===== src/rtl/uarch_pkg.sv =====
// Shared types for the memory port arbiter: FSM states, transaction owner and the latched
// line-wide memory request.
package uarch_pkg;

    localparam int unsigned ARB_ADDR_W     = 32;
    localparam int unsigned ARB_DATA_W     = 32;
    localparam int unsigned ARB_LINE_W     = 64;
    localparam int unsigned ARB_TAG_W      = 6;
    localparam int unsigned ARB_MAX_STARVE = 4;

    typedef enum logic [1:0] {
        IDLE,
        ISSUE,
        WAIT,
        RESP
    } arb_state_e;

    typedef enum logic {
        OWN_IMEM,
        OWN_DMEM
    } arb_owner_e;

    // Sized from the package widths; the arbiter's parameters must match these.
    typedef struct packed {
        logic [ARB_ADDR_W-1:0]   addr;
        logic                    we;
        logic [ARB_LINE_W/8-1:0] wstrb;
        logic [ARB_LINE_W-1:0]   wdata;
    } mem_line_req_t;

endpackage


===== src/rtl/mem_arb_lane_pack.sv =====
// Combinational word<->line packing: line-aligns the address, shifts byte strobes into the
// addressed lane, replicates store data and extracts the addressed word from a read line.
module mem_arb_lane_pack #(
    parameter int unsigned ADDR_W = 32,
    parameter int unsigned DATA_W = 32,
    parameter int unsigned LINE_W = 64
) (
    input  logic [ADDR_W-1:0]              req_addr_i,
    input  logic [DATA_W/8-1:0]            req_wstrb_i,
    input  logic [DATA_W-1:0]              req_wdata_i,
    output logic [ADDR_W-1:0]              line_addr_o,
    output logic [LINE_W/8-1:0]            line_wstrb_o,
    output logic [LINE_W-1:0]              line_wdata_o,
    output logic [$clog2(LINE_W/8)-1:0]    lane_o,
    input  logic [$clog2(LINE_W/8)-1:0]    rsp_lane_i,
    input  logic [LINE_W-1:0]              rsp_line_i,
    output logic [DATA_W-1:0]              rsp_word_o
);

    localparam int unsigned OFF_W  = $clog2(LINE_W / 8);
    localparam int unsigned WOFF_W = $clog2(DATA_W / 8);
    localparam int unsigned WBYTES = DATA_W / 8;
    localparam int unsigned LANES  = LINE_W / DATA_W;

    assign line_addr_o  = {req_addr_i[ADDR_W-1:OFF_W], {OFF_W{1'b0}}};
    assign lane_o       = req_addr_i[OFF_W-1:0] >> WOFF_W;
    assign line_wdata_o = {LANES{req_wdata_i}};

    // Constant-index loops keep the lane muxes free of variable part-selects.
    always_comb begin
        line_wstrb_o = '0;
        for (int unsigned i = 0; i < LANES; i++) begin
            if (lane_o == OFF_W'(i)) begin
                line_wstrb_o[i*WBYTES +: WBYTES] = req_wstrb_i;
            end
        end
    end

    always_comb begin
        rsp_word_o = '0;
        for (int unsigned i = 0; i < LANES; i++) begin
            if (rsp_lane_i == OFF_W'(i)) begin
                rsp_word_o = rsp_line_i[i*DATA_W +: DATA_W];
            end
        end
    end

endmodule


===== src/rtl/mem_port_arbiter.sv =====
// Shares one single-ported line-wide memory between the IMEM fetch and DMEM load/store ports,
// one outstanding transaction at a time. Define MEM_ARB_PERF_EN to build the perf counters.
module mem_port_arbiter
    import uarch_pkg::*;
#(
    parameter int unsigned ADDR_W     = ARB_ADDR_W,
    parameter int unsigned DATA_W     = ARB_DATA_W,
    parameter int unsigned LINE_W     = ARB_LINE_W,
    parameter int unsigned TAG_W      = ARB_TAG_W,
    parameter int unsigned MAX_STARVE = ARB_MAX_STARVE
) (
    input  logic                clk_i,
    input  logic                rst_i,
    input  logic                imem_req_val_i,
    output logic                imem_req_rdy_o,
    input  logic [ADDR_W-1:0]   imem_req_addr_i,
    input  logic                imem_flush_i,
    output logic                imem_rsp_val_o,
    input  logic                imem_rsp_rdy_i,
    output logic [LINE_W-1:0]   imem_rsp_data_o,
    input  logic                dmem_req_val_i,
    output logic                dmem_req_rdy_o,
    input  logic [ADDR_W-1:0]   dmem_req_addr_i,
    input  logic                dmem_req_we_i,
    input  logic [DATA_W/8-1:0] dmem_req_wstrb_i,
    input  logic [DATA_W-1:0]   dmem_req_wdata_i,
    input  logic [TAG_W-1:0]    dmem_req_tag_i,
    output logic                dmem_rsp_val_o,
    input  logic                dmem_rsp_rdy_i,
    output logic [DATA_W-1:0]   dmem_rsp_data_o,
    output logic [TAG_W-1:0]    dmem_rsp_tag_o,
    output logic                mem_req_val_o,
    input  logic                mem_req_rdy_i,
    output logic [ADDR_W-1:0]   mem_req_addr_o,
    output logic                mem_req_we_o,
    output logic [LINE_W/8-1:0] mem_req_wstrb_o,
    output logic [LINE_W-1:0]   mem_req_wdata_o,
    input  logic                mem_rsp_val_i,
    output logic                mem_rsp_rdy_o,
    input  logic [LINE_W-1:0]   mem_rsp_data_i,
    output logic [31:0]         perf_imem_grants_o,
    output logic [31:0]         perf_dmem_grants_o,
    output logic [31:0]         perf_starve_cycles_o
);

    localparam int unsigned OFF_W = $clog2(LINE_W / 8);
    localparam int unsigned CNT_W = $clog2(MAX_STARVE + 1);

    arb_state_e          state_q, state_d;
    arb_owner_e          owner_q, owner_d;
    mem_line_req_t       req_q, req_d;
    logic [OFF_W-1:0]    lane_q, lane_d;
    logic [TAG_W-1:0]    tag_q, tag_d;
    logic [LINE_W-1:0]   line_q, line_d;
    logic                drop_q, drop_d;
    logic [CNT_W-1:0]    starve_q, starve_d;

    logic                imem_elig, force_imem, grant_imem, grant_dmem;
    logic                acc_imem, acc_dmem, is_idle, sel_store, imem_owned;
    logic [ADDR_W-1:0]   sel_addr;
    logic [DATA_W/8-1:0] sel_wstrb;
    logic [DATA_W-1:0]   sel_wdata;
    logic [ADDR_W-1:0]   pk_addr;
    logic [LINE_W/8-1:0] pk_wstrb;
    logic [LINE_W-1:0]   pk_wdata;
    logic [OFF_W-1:0]    pk_lane;
    logic [DATA_W-1:0]   rsp_word;

    // DMEM has priority unless IMEM has been passed over MAX_STARVE times in a row.
    assign is_idle    = (state_q == IDLE);
    assign imem_elig  = imem_req_val_i & ~imem_flush_i;
    assign force_imem = imem_elig & (starve_q == CNT_W'(MAX_STARVE));
    assign grant_dmem = dmem_req_val_i & ~force_imem;
    assign grant_imem = imem_elig & ~grant_dmem;

    assign imem_req_rdy_o = is_idle & grant_imem;
    assign dmem_req_rdy_o = is_idle & grant_dmem;
    assign acc_imem       = imem_req_rdy_o & imem_req_val_i;
    assign acc_dmem       = dmem_req_rdy_o & dmem_req_val_i;
    assign imem_owned     = (owner_q == OWN_IMEM);

    assign sel_store = grant_dmem & dmem_req_we_i;
    assign sel_addr  = grant_dmem ? dmem_req_addr_i : imem_req_addr_i;
    assign sel_wstrb = sel_store ? dmem_req_wstrb_i : '0;
    assign sel_wdata = sel_store ? dmem_req_wdata_i : '0;

    mem_arb_lane_pack #(
        .ADDR_W (ADDR_W),
        .DATA_W (DATA_W),
        .LINE_W (LINE_W)
    ) u_lane_pack (
        .req_addr_i   (sel_addr),
        .req_wstrb_i  (sel_wstrb),
        .req_wdata_i  (sel_wdata),
        .line_addr_o  (pk_addr),
        .line_wstrb_o (pk_wstrb),
        .line_wdata_o (pk_wdata),
        .lane_o       (pk_lane),
        .rsp_lane_i   (lane_q),
        .rsp_line_i   (line_q),
        .rsp_word_o   (rsp_word)
    );

    always_comb begin
        state_d = state_q;
        owner_d = owner_q;
        req_d   = req_q;
        lane_d  = lane_q;
        tag_d   = tag_q;
        line_d  = line_q;
        drop_d  = drop_q;

        if ((state_q == ISSUE || state_q == WAIT) && imem_owned && imem_flush_i) begin
            drop_d = 1'b1;
        end

        unique case (state_q)
            IDLE: begin
                if (acc_imem || acc_dmem) begin
                    state_d     = ISSUE;
                    owner_d     = acc_dmem ? OWN_DMEM : OWN_IMEM;
                    req_d.addr  = pk_addr;
                    req_d.we    = sel_store;
                    req_d.wstrb = pk_wstrb;
                    req_d.wdata = pk_wdata;
                    lane_d      = pk_lane;
                    drop_d      = 1'b0;
                    if (acc_dmem) begin
                        tag_d = dmem_req_tag_i;
                    end
                end
            end
            ISSUE: begin
                if (mem_req_rdy_i) begin
                    state_d = WAIT;
                end
            end
            WAIT: begin
                if (mem_rsp_val_i) begin
                    line_d = mem_rsp_data_i;
                    drop_d = 1'b0;
                    // Store acks and flushed fetches are absorbed here.
                    if (req_q.we || drop_q || (imem_owned && imem_flush_i)) begin
                        state_d = IDLE;
                    end else begin
                        state_d = RESP;
                    end
                end
            end
            RESP: begin
                if (imem_owned) begin
                    if (imem_rsp_rdy_i || imem_flush_i) begin
                        state_d = IDLE;
                    end
                end else if (dmem_rsp_rdy_i) begin
                    state_d = IDLE;
                end
            end
            default: state_d = IDLE;
        endcase
    end

    always_comb begin
        starve_d = starve_q;
        if (!imem_req_val_i || acc_imem) begin
            starve_d = '0;
        end else if (acc_dmem && starve_q != CNT_W'(MAX_STARVE)) begin
            starve_d = starve_q + 1'b1;
        end
    end

    always_ff @(posedge clk_i or posedge rst_i) begin
        if (rst_i) begin
            state_q  <= IDLE;
            owner_q  <= OWN_IMEM;
            req_q    <= '0;
            lane_q   <= '0;
            tag_q    <= '0;
            line_q   <= '0;
            drop_q   <= 1'b0;
            starve_q <= '0;
        end else begin
            state_q  <= state_d;
            owner_q  <= owner_d;
            req_q    <= req_d;
            lane_q   <= lane_d;
            tag_q    <= tag_d;
            line_q   <= line_d;
            drop_q   <= drop_d;
            starve_q <= starve_d;
        end
    end

    assign mem_req_val_o   = (state_q == ISSUE);
    assign mem_req_addr_o  = req_q.addr;
    assign mem_req_we_o    = req_q.we;
    assign mem_req_wstrb_o = req_q.wstrb;
    assign mem_req_wdata_o = req_q.wdata;
    assign mem_rsp_rdy_o   = (state_q == WAIT);

    assign imem_rsp_val_o  = (state_q == RESP) & imem_owned;
    assign dmem_rsp_val_o  = (state_q == RESP) & ~imem_owned;
    assign imem_rsp_data_o = line_q;
    assign dmem_rsp_data_o = rsp_word;
    assign dmem_rsp_tag_o  = tag_q;

`ifdef MEM_ARB_PERF_EN
    logic [31:0] perf_imem_q, perf_imem_d;
    logic [31:0] perf_dmem_q, perf_dmem_d;
    logic [31:0] perf_starve_q, perf_starve_d;

    always_comb begin
        perf_imem_d   = perf_imem_q + {31'd0, acc_imem};
        perf_dmem_d   = perf_dmem_q + {31'd0, acc_dmem};
        perf_starve_d = perf_starve_q + {31'd0, imem_req_val_i & ~acc_imem};
    end

    always_ff @(posedge clk_i or posedge rst_i) begin
        if (rst_i) begin
            perf_imem_q   <= '0;
            perf_dmem_q   <= '0;
            perf_starve_q <= '0;
        end else begin
            perf_imem_q   <= perf_imem_d;
            perf_dmem_q   <= perf_dmem_d;
            perf_starve_q <= perf_starve_d;
        end
    end

    assign perf_imem_grants_o   = perf_imem_q;
    assign perf_dmem_grants_o   = perf_dmem_q;
    assign perf_starve_cycles_o = perf_starve_q;
`else
    assign perf_imem_grants_o   = '0;
    assign perf_dmem_grants_o   = '0;
    assign perf_starve_cycles_o = '0;
`endif

endmodule

===== config.mk =====
export PLATFORM = sky130hd
export DESIGN_NAME = mem_port_arbiter
export DESIGN_NICKNAME = d
export VERILOG_FILES = /design/src/rtl/uarch_pkg.sv /design/src/rtl/mem_arb_lane_pack.sv /design/src/rtl/mem_port_arbiter.sv
export SDC_FILE = /design/constraint.sdc
export NUM_CORES = 1
export LEC_CHECK = 0
export ABC_AREA = 1
export ABC_CLOCK_PERIOD_IN_PS = 4400
export BUFFER_PORTS_ARGS = -buffer_cell sky130_fd_sc_hd__clkbuf_2
export CAP_MARGIN = 20
export CORE_AREA = 10 10 180 182
export DETAILED_ROUTE_END_ITERATION = 16
export DIE_AREA = 0 0 190 192
export PLACE_DENSITY = 0.64
export SLEW_MARGIN = 15
export SYNTH_ARGS = -nofsm -noshare
export SYNTH_HDL_FRONTEND = slang
export SYNTH_SLANG_ARGS = --single-unit

===== constraint.sdc =====
create_clock -name clk_i -period 4.4 [get_ports clk_i]
set_input_delay 0.66 -clock clk_i [delete_from_list [all_inputs] [get_ports clk_i]]
set_output_delay 0.66 -clock clk_i [all_outputs]
set_load 0.005 [all_outputs]

---- Word level (Yosys, flattened, before mapping) ----
Index checks and enable logic that the tools add are counted.
word-level totals
  output and inout bits ................... 309
  word-level logic and storage cells ...... 78
  bits of input ports ..................... 180
  flip-flop bits (word level) ............. 180
operators by class
  add/sub/neg operators ................... 1
  eq/ne operators ......................... 10
  bitwise logic cells ..................... 15
  multiplexer cells ....................... 22
  reductions and logical operators ........ 19
operator list
  kind                   number
  $mux W32               4
  $mux W2                7
  $mux W4                3
  $and A1 B1 Y1          11
  $ne A3 B3 Y1 const B   3
  $pmux W2 S4            1
  $logic_not A3 Y1       2
  $logic_or A1 B1 Y1     6
  $mux W3                2
  $reduce_and A5 Y1      1
  $eq A2 B2 Y1 const B   2
  $logic_and A1 B1 Y1    4
  $mux W1                4
  $ne A2 B1 Y1 const B   2
  $not A1 Y1             4
  $reduce_and A2 Y1      2
  $add A3 B1 Y3 const B  1
  $eq A3 B3 Y1 const B   1
  $reduce_and A3 Y1      1
  $eq A2 B1 Y1 const B   1
  $logic_not A2 Y1       1
  $ne A2 B2 Y1 const B   1
  $pmux W1 S2            1
  $reduce_bool A2 Y1     1
  $logic_not A1 Y1       1

---- Logic depth before layout (Yosys ltp) ----
  depth in word-level cells ............... 12
  gate-level depth with buffers ........... 13
  depth with buffers taken out ............ 11

---- Hierarchy ----
A second synthesis with hierarchy kept.
second synthesis, totals
  cell total of the unflattened synthesis .. 1222
  area total of the unflattened synthesis .. 10352.4 um2
modules (own cells, without submodules)
  module             area an instance (um2)  sequential area each (um2)  times used  cells each
  mem_port_arbiter   8829.7                  4629.4                      1           990
  mem_arb_lane_pack  1522.7                  0.0                         1           232

---- Worst setup path after synthesis ----
OpenSTA, ideal clock, no wires.
  path kind ............................... input to output
  start ................................... input imem_req_val_i
  end ..................................... output imem_req_rdy_o
  data required time ...................... 3.740 ns
  stages on the path ...................... 7
  path buffers ............................ 1
  path slack .............................. 2.405 ns
  arrival ................................. 1.335 ns
  cell sequence ........................... inv_1 > nor2_4 > nand2_4 > nand2_4 > buf_2 > nand3_1 > inv_1
between the ends
  cells in the longest elaborated chain, start to end .. 7
RTL lines
  what             RTL line                source
  start, declared  mem_port_arbiter.sv:14  input logic imem_req_val_i,
  $and A1 B1 Y1 *  mem_port_arbiter.sv:71  assign imem_elig = imem_req_val_i & ~imem_flush_i;
  $and A1 B1 Y1    mem_port_arbiter.sv:72  assign force_imem = imem_elig & (starve_q == CNT_W'(MAX_STARVE));
  $not A1 Y1       mem_port_arbiter.sv:73  assign grant_dmem = dmem_req_val_i & ~force_imem;
  $and A1 B1 Y1    mem_port_arbiter.sv:73
  $not A1 Y1       mem_port_arbiter.sv:74  assign grant_imem = imem_elig & ~grant_dmem;
  $and A1 B1 Y1 *  mem_port_arbiter.sv:74
  $and A1 B1 Y1 *  mem_port_arbiter.sv:76  assign imem_req_rdy_o = is_idle & grant_imem;
  end, declared    mem_port_arbiter.sv:15  output logic imem_req_rdy_o,
Every way passes the cells marked *; elsewhere a longest branch is shown, timed or not.

---- Worst setup path after layout ----
  start ................................... register starve_q[0]
  end ..................................... output imem_req_rdy_o
between the ends
  cells in the longest elaborated chain, start to end .. 7
RTL lines
  what                    RTL line                 source
  start, declared         mem_port_arbiter.sv:56   logic [CNT_W-1:0] starve_q, starve_d;
  start signal, assigned  mem_port_arbiter.sv:190  starve_q <= starve_d;
  $eq A3 B3 Y1            mem_port_arbiter.sv:72
  $and A1 B1 Y1           mem_port_arbiter.sv:72
  $not A1 Y1              mem_port_arbiter.sv:73
  $and A1 B1 Y1           mem_port_arbiter.sv:73
  $not A1 Y1              mem_port_arbiter.sv:74
  $and A1 B1 Y1           mem_port_arbiter.sv:74
  $and A1 B1 Y1           mem_port_arbiter.sv:76
Every way passes these cells.

==> run_results.csv <==
group,metric,value,unit
grt,grt_max_degree,75,
sta,post-route-period-util,60.0,%
critical_path,end_kind,"output port",
finish,nNetsFinal,1445,
synthesis,synth_edf_count,0,
synthesis,async_flop_share,100,%
detailed_routing,drt-total-wl,26.3,mm
grt,overflow,0,
finish,layout-drive-gt1-share,36.5,%
critical_path,cp_top_family,"simple AND/OR/NAND/NOR gates",
sta,relSlewSlack,33.5,%
flow_run,max_cap_violations,0,
sta,slew_violations,0,
floorplanning,die_w,190,um
power,p_comb_share,38.3,%
critical_path,critPathLaunchType,"flop",
detailed_routing,drtAntennaViolNets,0,
synthesis,synth.distinct_cells,27,
sta,finalCriticalPeriod,2.64,ns
sta,setup_tns,0,ns
critical_path,path_common_cell,"inv_1",
clock_tree,ctsHtreeMaxLevel,4,
detailed_routing,first_pass_iters,4,
power,seqPwrFrac,37.5,%
clock_tree,cts-root-buf,"clkbuf_16",
critical_path,r2r_slack,1.98,ns
critical_path,required,3.74,ns
floorplanning,io_pins,489,
detailed_routing,drt-wirelength-per-cell,15.9,um
grt,antenna_found_initial,1,
detailed_routing,drt-initial-drc-count,193,
floorplanning,core-area,0.0286,sq mm
critical_path,r2r.worst_path.cells,5,
clock_tree,cts.sinks,148,
worst_hold_path,hp-class,"in -> async",
critical_path,worstReg2RegStart,"state_q[0]$_DFFE_PP0P_",
critical_path,critPathMaxFanout,33,
placed_design,portBuffers,385,
power,netSwitchingPower,2.46,mW
sta,rsz0062_at_grt,"no",
clock_tree,cts_buffers,17,
synthesis,seq_area_frac_synth,47.9,%
floorplanning,die_y,192,um
finish,fill_cells,3012,
clock_tree,clk_pin_slew_worst_paths,0.07,ns
placed_design,hpwl,20.6,mm
clock_tree,holdBufCountCts,0,
detailed_routing,drcViolationCount,0,
power,internal_power,3.96,mW
placed_design,gp_congestion,0.824,
clock_tree,postCtsSetupRepairBufs,0,
sta,worst_pin_slew,0.998,ns
clock_tree,cts_tree,"done",
grt,grt_pass1_vias,6932,
power,p_clk_share,24.2,%
synthesis,synth_seq_cells,148,
detailed_routing,num_vias,6734,
sta,max_freq,379,MHz
status,status,"finished clean",
sta,finalClockSkew,0.00908,ns
sta,hold_viol_final,0,
finish,area_delta_synth_final,28.8,%
critical_path,criticalPathCategory,"reg -> out",
floorplanning,start_util,27.0,%
power,power_density,645,mW/mm^2
detailed_routing,via_per_inst,4.07,
floorplanning,rows,62,
grt,grt_use_total,13.7,%
synthesis,synth_cells,924,
critical_path,crit_arrival,1.98,ns
power,swShare,38.4,%
finish,regArea,0.00370,sq mm
power,irDropWorstVdd,0.000242,V
clock_tree,clock_latency,0.41,ns
power,p_total,6.42,mW
power,p_leak,5.90,nW
critical_path,critPathMaxStageDelay,0.40,ns
grt,grt_pass1_wl,39.8,mm
critical_path,regToRegEndpoint,"imem_rsp_data_o[50]$_DFFE_PP0P_",
finish,multi_input_area,0.00294,sq mm
synthesis,yosys_warnings,0,
synthesis,syn_area,0.00772,sq mm
critical_path,slowest_stage,"dfrtp_1",
critical_path,critPathBufInv,4,
clock_tree,cts_resized,0,
clock_tree,cts.path.max_buffers,2,
synthesis,synth_area_per_cell,8.36,sq um
sta,setup-violations-final,0,
floorplanning,die-area,0.0365,sq mm
critical_path,crit_chain,"inv_1 > ha_1 > nand2_1 > inv_1 > nand2_4 > nand2_4 > nand3_1 > inv_1 > clkbuf_2",
synthesis,synth-main-ff-cell,"dfrtp_1",
layout by cell type (no fill, tap or decap), types with 3 or more instances in the layout:
master / synthesis / layout
conb_1: 1 / 99
nand2_4: 3 / 4
ha_1: 7 / 7
buf_4: 132 / 3
inv_6: 0 / 4
clkbuf_16: 0 / 17
dfrtp_1: 148 / 147
clkbuf_2: 0 / 385
nand3_1: 47 / 47
nor2_1: 44 / 44
nand2_1: 334 / 333
o21ai_0: 34 / 34
bufinv_16: 0 / 3
inv_1: 56 / 55
mux2_2: 32 / 32
clkinvlp_4: 0 / 4
a21oi_1: 34 / 34
logic make-up after synthesis:
logic type / after synthesis / share of synthesized area [%]
compound gates: 71 / 4.71
xor+xnor: 1 / 0.113
fa+ha+maj: 7 / 1.13
buf+inv: 231 / 18.9
flops: 148 / 47.9
mux: 32 / 4.66
other cells: 1 / 0.0485
simple gates: 433 / 22.5
worst register-to-register path, delay by kind of cell, from the launching register on:
| kind | cells | cell delay (ns) |
|---|---|---|
| and+or+nand+nor | 1 | 0.57 |
| muxes | 1 | 0.38 |
| DFF | 1 | 0.43 |
| adders and majority gates | 1 | 0.30 |
| buffers and inverters | 2 | 0.62 |
cell usage after synthesis (2+ instances only):
library cell  count  share of area [%]
o21ai_0          34                2.2
nor2_1           44                2.1
buf_6             9                1.3
inv_2             2              0.097
inv_1            56                2.7
nand3_1          47                3.0
buf_2            19                1.2
buf_4           132                 13
ha_1              7                1.1
mux2_2           32                4.7
nand2_1         334                 16
dfrtp_1         148                 48
buf_1             3               0.15
nand2_4           3               0.44
a21oi_1          34                2.2
clkbuf_1          9               0.44
routing by layer:
layer / GRT usage (%) / wire length [um] / vias up
met2: 22.7 / 12600 / 302
met1: 15.9 / 10900 / 3117
met4: 3.72 / 254 / 0
met5: 0 / 0 / -
met3: 5.82 / 2580 / 10
li1: - / - / 3305
state kept, by name, indices dropped and copies added (netlist names):
signal and count:
mem_req_we_o 1, state_q 2, imem_rsp_data_o 64, lane_q 1, mem_req_addr_o 29, dmem_rsp_tag_o 6
drop_q 1, mem_req_wdata_o 32, mem_req_wstrb_o 8, starve_q 3, owner_q 1
cell type report:
cell class	count	share of cell area, %
inverter	59	2.29
timing repair buffer	389	19.8
clock inverter	12	1.69
sequential	148	37.2
tap	384	4.83
multi-input combinational	643	29.6
antenna	1	0.0252
clock buffer	20	4.59
worst max path at each step:
stage                                  from                               to  slack [ns]  cells after the start
finish              starve_q[0]$_DFFE_PP0P_                   imem_req_rdy_o        1.76                      9
global route        starve_q[0]$_DFFE_PP0P_                   imem_req_rdy_o        1.53                      9
CTS                 starve_q[0]$_DFFE_PP0P_                   imem_req_rdy_o        1.71                      9
detailed placement           imem_req_val_i  mem_req_wdata_o[35]$_DFFE_PP0P_        1.87                      9
global placement               imem_flush_i   mem_req_wstrb_o[6]$_DFFE_PP0P_        1.89                      8
floorplan                             rst_i    dmem_rsp_tag_o[0]$_DFFE_PP0P_        1.88                      1
per-stage QoR:
stage	area (sq um)	hold WS, ns	setup WS, ns	std cells	util [%]
3_5_place_dp	9320	0.464	1.87	1623	32.6
2_1_floorplan	8100	0.472	1.88	1022	-
5_1_grt	9950	0.302	1.53	1656	34.8
3_3_place_gp	9320	0.464	1.89	1623	32.6
4_1_cts	9950	0.283	1.71	1655	34.7
6_report	9950	0.290	1.76	1656	34.8
power groups by stage:
| stage | Combinational, mW | Sequential [mW] | Clock [mW] |
|---|---|---|---|
| global placement | 2.50 | 2.39 | 0 |
| CTS | 2.53 | 2.40 | 1.61 |
| global route | 2.82 | 2.49 | 1.67 |
| finish | 2.46 | 2.41 | 1.55 |
| detailed placement | 2.53 | 2.41 | 0 |
| floorplan | 1.44 | 2.33 | 0 |
No activity file was read; power rests on OpenSTA's default activity.
